===== config.mk =====
export PLATFORM = sky130hd
export DESIGN_NAME = branch_predictor
export DESIGN_NICKNAME = d
export VERILOG_FILES = /design/src/rtl/branch_predictor.sv
export SDC_FILE = /design/constraint.sdc
export NUM_CORES = 2
export LEC_CHECK = 0
export CAP_MARGIN = 20
export CORE_UTILIZATION = 60
export CTS_CLUSTER_DIAMETER = 120
export CTS_CLUSTER_SIZE = 40
export DETAILED_ROUTE_END_ITERATION = 8
export DONT_BUFFER_PORTS = 1
export PLACE_DENSITY = 0.79
export SLEW_MARGIN = 20
export SYNTH_ARGS = -nofsm -noshare
export SYNTH_HDL_FRONTEND = slang
export SYNTH_SLANG_ARGS = --single-unit

===== constraint.sdc =====
create_clock -name clk -period 7.4 [get_ports clk]
set_input_delay 1.85 -clock clk [delete_from_list [all_inputs] [get_ports clk]]
set_output_delay 1.85 -clock clk [all_outputs]
set_load 0.05 [all_outputs]

===== src/rtl/branch_predictor.sv =====
// Fetch-side branch predictor: direct-mapped 2-bit counter table with a tagged BTB,
// trained from resolved branches, plus branch/mispredict statistics counters.
module branch_predictor #(
  parameter int INDEX_BITS = 6,
  parameter int TAG_BITS   = 8
) (
  input  logic        clk,
  input  logic        rst_n,
  input  logic        if_valid,
  input  logic [31:0] if_pc,
  output logic        pred_hit,
  output logic        pred_taken,
  output logic [31:0] pred_target,
  input  logic        upd_valid,
  input  logic [31:0] upd_pc,
  input  logic        upd_taken,
  input  logic [31:0] upd_target,
  input  logic        upd_pred_taken,
  input  logic [31:0] upd_pred_target,
  output logic        mispredict,
  output logic [31:0] branch_count,
  output logic [31:0] mispredict_count
);

  localparam int ENTRIES = 1 << INDEX_BITS;
  localparam int TAG_LSB = INDEX_BITS + 2;
  localparam int TAG_MSB = INDEX_BITS + TAG_BITS + 1;

  logic                valid_q  [ENTRIES];
  logic [1:0]          ctr_q    [ENTRIES];
  logic [TAG_BITS-1:0] tag_q    [ENTRIES];
  logic [31:0]         target_q [ENTRIES];

  logic [INDEX_BITS-1:0] if_idx, upd_idx;
  logic [TAG_BITS-1:0]   if_tag, upd_tag;

  assign if_idx  = if_pc[INDEX_BITS+1:2];
  assign if_tag  = if_pc[TAG_MSB:TAG_LSB];
  assign upd_idx = upd_pc[INDEX_BITS+1:2];
  assign upd_tag = upd_pc[TAG_MSB:TAG_LSB];

  // Bits of the update PC that neither index nor tag the table.
  logic unused_upd_pc_bits;
  assign unused_upd_pc_bits = ^{upd_pc[31:TAG_MSB+1], upd_pc[1:0]};

  // Lookup reads the registered table only, so a same-cycle update is not bypassed.
  always_comb begin
    pred_hit    = if_valid & valid_q[if_idx] & (tag_q[if_idx] == if_tag);
    pred_taken  = pred_hit & ctr_q[if_idx][1];
    pred_target = pred_taken ? target_q[if_idx] : if_pc + 32'd4;
  end

  logic        upd_hit;
  logic [1:0]  cur_ctr;
  logic        meta_we;
  logic        data_we;
  logic [1:0]  entry_ctr_d;
  logic        mispredict_d;
  logic [31:0] branch_count_d, branch_count_q;
  logic [31:0] mispredict_count_d, mispredict_count_q;
  logic        mispredict_q;

  always_comb begin
    // NOTE: every output of this block gets a default first so no path leaves it
    // unassigned; an incomplete assignment here would infer a latch.
    upd_hit            = valid_q[upd_idx] & (tag_q[upd_idx] == upd_tag);
    cur_ctr            = ctr_q[upd_idx];
    meta_we            = 1'b0;
    data_we            = 1'b0;
    entry_ctr_d        = cur_ctr;
    mispredict_d       = 1'b0;
    branch_count_d     = branch_count_q;
    mispredict_count_d = mispredict_count_q;

    if (upd_valid) begin
      if (upd_taken) begin
        meta_we     = 1'b1;
        data_we     = 1'b1;
        entry_ctr_d = !upd_hit ? 2'b10 : (cur_ctr == 2'b11) ? 2'b11 : cur_ctr + 2'd1;
      end else if (upd_hit) begin
        meta_we     = 1'b1;
        entry_ctr_d = (cur_ctr == 2'b00) ? 2'b00 : cur_ctr - 2'd1;
      end

      mispredict_d = (upd_pred_taken != upd_taken) |
                     (upd_taken & upd_pred_taken & (upd_pred_target != upd_target));

      if (branch_count_q != 32'hFFFF_FFFF) branch_count_d = branch_count_q + 32'd1;
      if (mispredict_d && mispredict_count_q != 32'hFFFF_FFFF)
        mispredict_count_d = mispredict_count_q + 32'd1;
    end
  end

  // NOTE: sequential state uses non-blocking assignments so every flop samples
  // the pre-edge values regardless of statement order.
  always_ff @(posedge clk or negedge rst_n) begin
    if (!rst_n) begin
      for (int i = 0; i < ENTRIES; i++) begin
        valid_q[i] <= 1'b0;
        ctr_q[i]   <= 2'b01;
      end
      mispredict_q       <= 1'b0;
      branch_count_q     <= 32'd0;
      mispredict_count_q <= 32'd0;
    end else begin
      if (meta_we) begin
        valid_q[upd_idx] <= 1'b1;
        ctr_q[upd_idx]   <= entry_ctr_d;
      end
      mispredict_q       <= mispredict_d;
      branch_count_q     <= branch_count_d;
      mispredict_count_q <= mispredict_count_d;
    end
  end

  // NOTE: tag and target storage is deliberately left unreset; the valid bit
  // masks stale contents, and skipping reset keeps this a plain RAM.
  always_ff @(posedge clk) begin
    if (data_we) begin
      tag_q[upd_idx]    <= upd_tag;
      target_q[upd_idx] <= upd_target;
    end
  end

  assign mispredict       = mispredict_q;
  assign branch_count     = branch_count_q;
  assign mispredict_count = mispredict_count_q;

endmodule


# After elaboration in Yosys (flattened, before gate mapping)
# Memories as Yosys holds them, arrays and structs flattened.
# Cells that the tools add are included.
[word_totals]
regBits = 257
mem_bits_rw = 2560
input_bits = 134
elab_cells = 195
n_memories = 2
[op_classes]
n_addsub = 5
magnitude_cmp = 3
n_eq_ne = 7
muxes = 32
n_bitwise = 10
n_reduce_logical = 5
[mem_list]
columns = ["name", "words", "word_bits", "read_ports", "rd_ports_with_merged_regs", "wr", "line_no", "text"]
rows = [
  ["target_q", 64, 32, 1, 0, 1, "32", "logic [31:0] target_q [ENTRIES];"],
  ["tag_q", 64, 8, 2, 0, 1, "31", "logic [TAG_BITS-1:0] tag_q [ENTRIES];"],
]
[ops]
columns = ["operator", "n"]
rows = [
  ["128-bit bitwise mux", 1],
  ["32-bit by 1-bit adder with 32-bit output (second input constant)", 2],
  ["32-bit inequality test (second input constant)", 2],
  ["64-bit OR", 1],
  ["32-bit by 3-bit adder with 32-bit output (second input constant)", 1],
  ["32-bit 2-to-1 mux", 1],
  ["32-bit inequality test", 1],
  ["2-bit binary-select mux with 6-bit select", 2],
  ["2-bit 2-to-1 mux", 11],
  ["8-bit == test", 2],
  ["7-bit >= comparator (second input constant)", 2],
  ["6-bit inverter with 7-bit output", 2],
  ["1-bit 2-to-1 mux", 13],
  ["1-bit binary-select mux with 6-bit select", 2],
  ["2-bit demux with 6-bit select", 1],
  ["7-bit by 1-bit < comparator with 1-bit output (second input constant)", 1],
  ["1-bit AND", 6],
  ["1-bit demux with 6-bit select", 1],
  ["2-bit AND reduction", 2],
  ["2-bit by 1-bit adder with 2-bit output (second input constant)", 1],
  ["2-bit == test (second input constant)", 1],
  ["1-bit logical AND", 2],
  ["2-bit zero test", 1],
  ["2-bit by 1-bit subtractor with 2-bit output (second input constant)", 1],
  ["other kinds (2)", 2],
]

# Logic depth before layout (Yosys ltp)
[depth]
depth_word = 10
depth_mapped = 17
depth_no_buf = 9

# Least setup slack after synthesis
# Ideal clock, no wire load.
[synth_timing]
kind = "input-to-output"
startpoint = "in if_pc[3]"
endpoint = "out pred_target[2]"
arrival_ns = 5.510
required_ns = 5.550
path_slack_ns = 0.040
cell_stages = 13
path_buffers = 5
cell_sequence = "buf_2 -> buf_2 -> buf_2 -> mux4_2 -> mux4_2 -> mux2i_1 -> xor2_1 -> nand3_1 -> o31ai_1 -> and4_1 -> buf_2 -> buf_2 -> mux2i_1"
[synth_via]
elab_chain_len = 8
[synth_lines]
columns = ["element", "line_no", "text"]
rows = [
  ["start: declaration", "10", "input logic [31:0] if_pc,"],
  ["6-bit inverter with 7-bit output (implied by the code)", "48, 49", ""],
  ["1-bit binary-select mux with 6-bit select", "48", "pred_hit = if_valid & valid_q[if_idx] & (tag_q[if_idx] == if_tag);"],
  ["1-bit 2-to-1 mux (implied by the code) (2 in series)", "48", ""],
  ["1-bit AND (2 in series)", "48", ""],
  ["1-bit AND", "49", "pred_taken = pred_hit & ctr_q[if_idx][1];"],
  ["32-bit 2-to-1 mux *", "50", "pred_target = pred_taken ? target_q[if_idx] : if_pc + 32'd4;"],
  ["end: declaration", "13", "output logic [31:0] pred_target,"],
]
# Every way passes the cells marked *; elsewhere a longest branch is shown, timed or not. The select of a mux whose other input is x is not followed.

# Worst setup path after layout
[layout_timing]
startpoint = "in if_pc[3]"
endpoint = "out pred_target[7]"
# Same word-level chain as after synthesis.

==> run metrics <==
grt ovf 0; wire length on met1 114000 um; max_cap viols 0; Residual DRC 6; # setup viols final 28; Netlist Area Pre-Place 0.117 mm^2; final core occ 0.642; DP Worst Slack -0.527 ns; worst-path cell chain buf_16, buf_16, mux4_2, mux4_2, mux2i_1, xor2_1, nand3_1, o31ai_2, and4_2, buf_12, mux2i_1, buf_6; met3 wire len 58300 um; post-synthesis cell type count 75; initial antenna violation count 15; Max Buffers Root-to-Sink 3; Placed Instances 8106; fin crit period 7.46 ns; #FFs+latches synth 2817; YS warnings 0; critical path's largest stage delay 0.54 ns; Total Power 26.2 mW; CTS tree built; Cells after Synth 5760; htree depth 3; FFs w/ async S/R, synth 0.0912; first-pass GRT wire length 481000 um; slowest library cell on the worst path mux4_2; CTS root buf clkbuf_16; hpwl dp 188000 um; Synth top area share 0.657; Worst-Margin Slew 1.31 ns; GRT Util Overall 0.354; max-slew violation count 0; Worst setup SP type input pin; Max Fclk 134 MHz; 1st-iter DRT viols 13477; Design Area, Final 0.124 mm^2; routed vias/inst 7.87; Clock Latency Late Sink 0.83 ns; Finished Layout Cells 8251; DR WL/cell 43.6 um; Final Hold Viols 0; EDFF count, synth 2560; die outline area 0.197 mm^2; kind of critical path in2out; IO Count 233; failing checks design-rule violations, negative setup slack; worst hold slack 0.499 ns; Worst setup EP type output pin; period utilization 1.01; vias in the first global route 62641; top routing layer in use met5; nets 5823; status finished with violations; Largest delay share family, worst path multiplexers; core footprint 0.193 mm^2; Initial Utilization 0.606; routability cong. 0.915; area leader, netlist edfxtp_1; Setup WS post-layout -0.0567 ns; CP Buf/Inv Count 4; Chip Width 444 um; sequential cell area fraction in the yosys report 0.713; placed inst area 0.121 mm^2; Critical Path RT 5.55 ns; largest net degree at the start of global routing 694; Die H 444 um; VDD IR max 0.000234 V; count of clock tree sinks 2817; crit-path max FO 29; clk_skew 0.0632 ns; Worst EP arrival 5.61 ns; main area contributors after synthesis edfxtp_1, mux4_2, dfrtp_1; DRT Pass-1 Iters 9; share of cells above drive strength 1 0.258; DRT Wirelength 360000 um; HP Class reg2reg; PwrDens 211 mW/mm^2; TritonCTS Buffers 81; DRT antenna net count 0; port bufs 0; via count 64965; clk slew on worst S/H paths 0.14 ns; Post-Syn Nets 5898; Mean Syn Cell Area 20.3 um^2; Leak 39.0 nW; Area growth syn-to-layout 6.02%; row count 161; Post-CTS Hold Buffers 0; TNS Setup -0.841 ns; top_reg_cell synth edfxtp_1; Slew HR 0.126; met2 WL 163000 um
## repair_timing
item                       in CTS  in global routing
cloned                          6                 12
setup endpoints to repair      34                 34
buffers inserted                0                  0
pin swaps                       0                  0
resized for setup               0                  2
## area by class of cell
| class | count | area [um^2] |
|---|---|---|
| clock buffer | 101 | 2170 |
| timing repair buffer | 207 | 2710 |
| tap | 2526 | 3160 |
| antenna | 15 | 37.5 |
| inverter | 87 | 334 |
| clock inverter | 7 | 144 |
| fill | 12059 | 69100 |
| sequential | 2817 | 83400 |
| multi-input combinational | 2491 | 32100 |
## cells in the mapped netlist, types with 18 or more instances
| cell type | count |
|---|---|
| nand3_1 | 36 |
| dfrtp_1 | 193 |
| a221oi_1 | 52 |
| buf_4 | 31 |
| and2_1 | 20 |
| nor2b_1 | 42 |
| a221o_1 | 54 |
| a22o_1 | 23 |
| nor3_1 | 18 |
| buf_1 | 42 |
| nand2_1 | 180 |
| mux2i_1 | 158 |
| o21ai_0 | 26 |
| inv_1 | 84 |
| edfxtp_1 | 2560 |
| nor2_1 | 245 |
| a22oi_1 | 69 |
| a221oi_2 | 40 |
| dfstp_2 | 64 |
| a21o_1 | 64 |
| o22ai_1 | 45 |
| o211ai_1 | 69 |
| buf_2 | 130 |
| xor2_1 | 67 |
| mux4_2 | 892 |
| clkbuf_1 | 149 |
| xnor2_1 | 72 |
| a21oi_1 | 28 |
| nand4_1 | 27 |
| mux2_2 | 81 |
## final timing paths
check | depth (start not counted) | endpoint | slack (ns) | startpoint
max | 12 | pred_target[7] | -0.06 | if_pc[3]
max in group asynchronous | 0 | branch_count[1] | 6.17 | rst_n
min reg2reg | 1 | valid_q[45] | 0.50 | valid_q[45]
max reg2reg | 11 | ctr_q[87] | 2.67 | tag_q[11][4]
min in group asynchronous | 0 | ctr_q[83] | 0.70 | rst_n
min | 1 | valid_q[45] | 0.50 | valid_q[45]
## cell families after synthesis
kind of cell / synth area share
buffers and inverters: 0.0177
AOI/OAI and AO/OA: 0.0395
DFF: 0.713
xor gates and xnor gates: 0.0104
muxes: 0.193
adders and majority gates: 0.000513
and+or+nand+nor: 0.0262
## layer usage
layer | GRT usage | vias up
li1 | - | 23764
met1 | 0.461 | 33334
met2 | 0.537 | 6574
met3 | 0.113 | 1285
met4 | 0.193 | 8
met5 | 0 | -
## flip-flops by register name, summed over array words and instances (netlist names)
| register | cells |
|---|---|
| branch_count | 32 |
| ctr_q | 128 |
| mispredict | 1 |
| mispredict_count | 32 |
| tag_q | 512 |
| target_q | 2048 |
| valid_q | 64 |
## report_power, final
group	switching (mW)	internal [mW]
logic	0.957	0.838
registers	0.246	17.5
clock network	4.54	2.14
## layout by cell type, fill, tap and decap left out, types with 72 or more instances in the layout
| cell type | instances |
|---|---|
| buf_4 | 132 |
| clkbuf_16 | 96 |
| dfrtp_1 | 193 |
| edfxtp_1 | 2560 |
| inv_1 | 83 |
| mux2_2 | 81 |
| mux2i_1 | 158 |
| mux4_2 | 892 |
| nand2_1 | 178 |
| nor2_1 | 180 |
| xnor2_1 | 72 |
No activity file was read; power rests on OpenSTA's default activity.
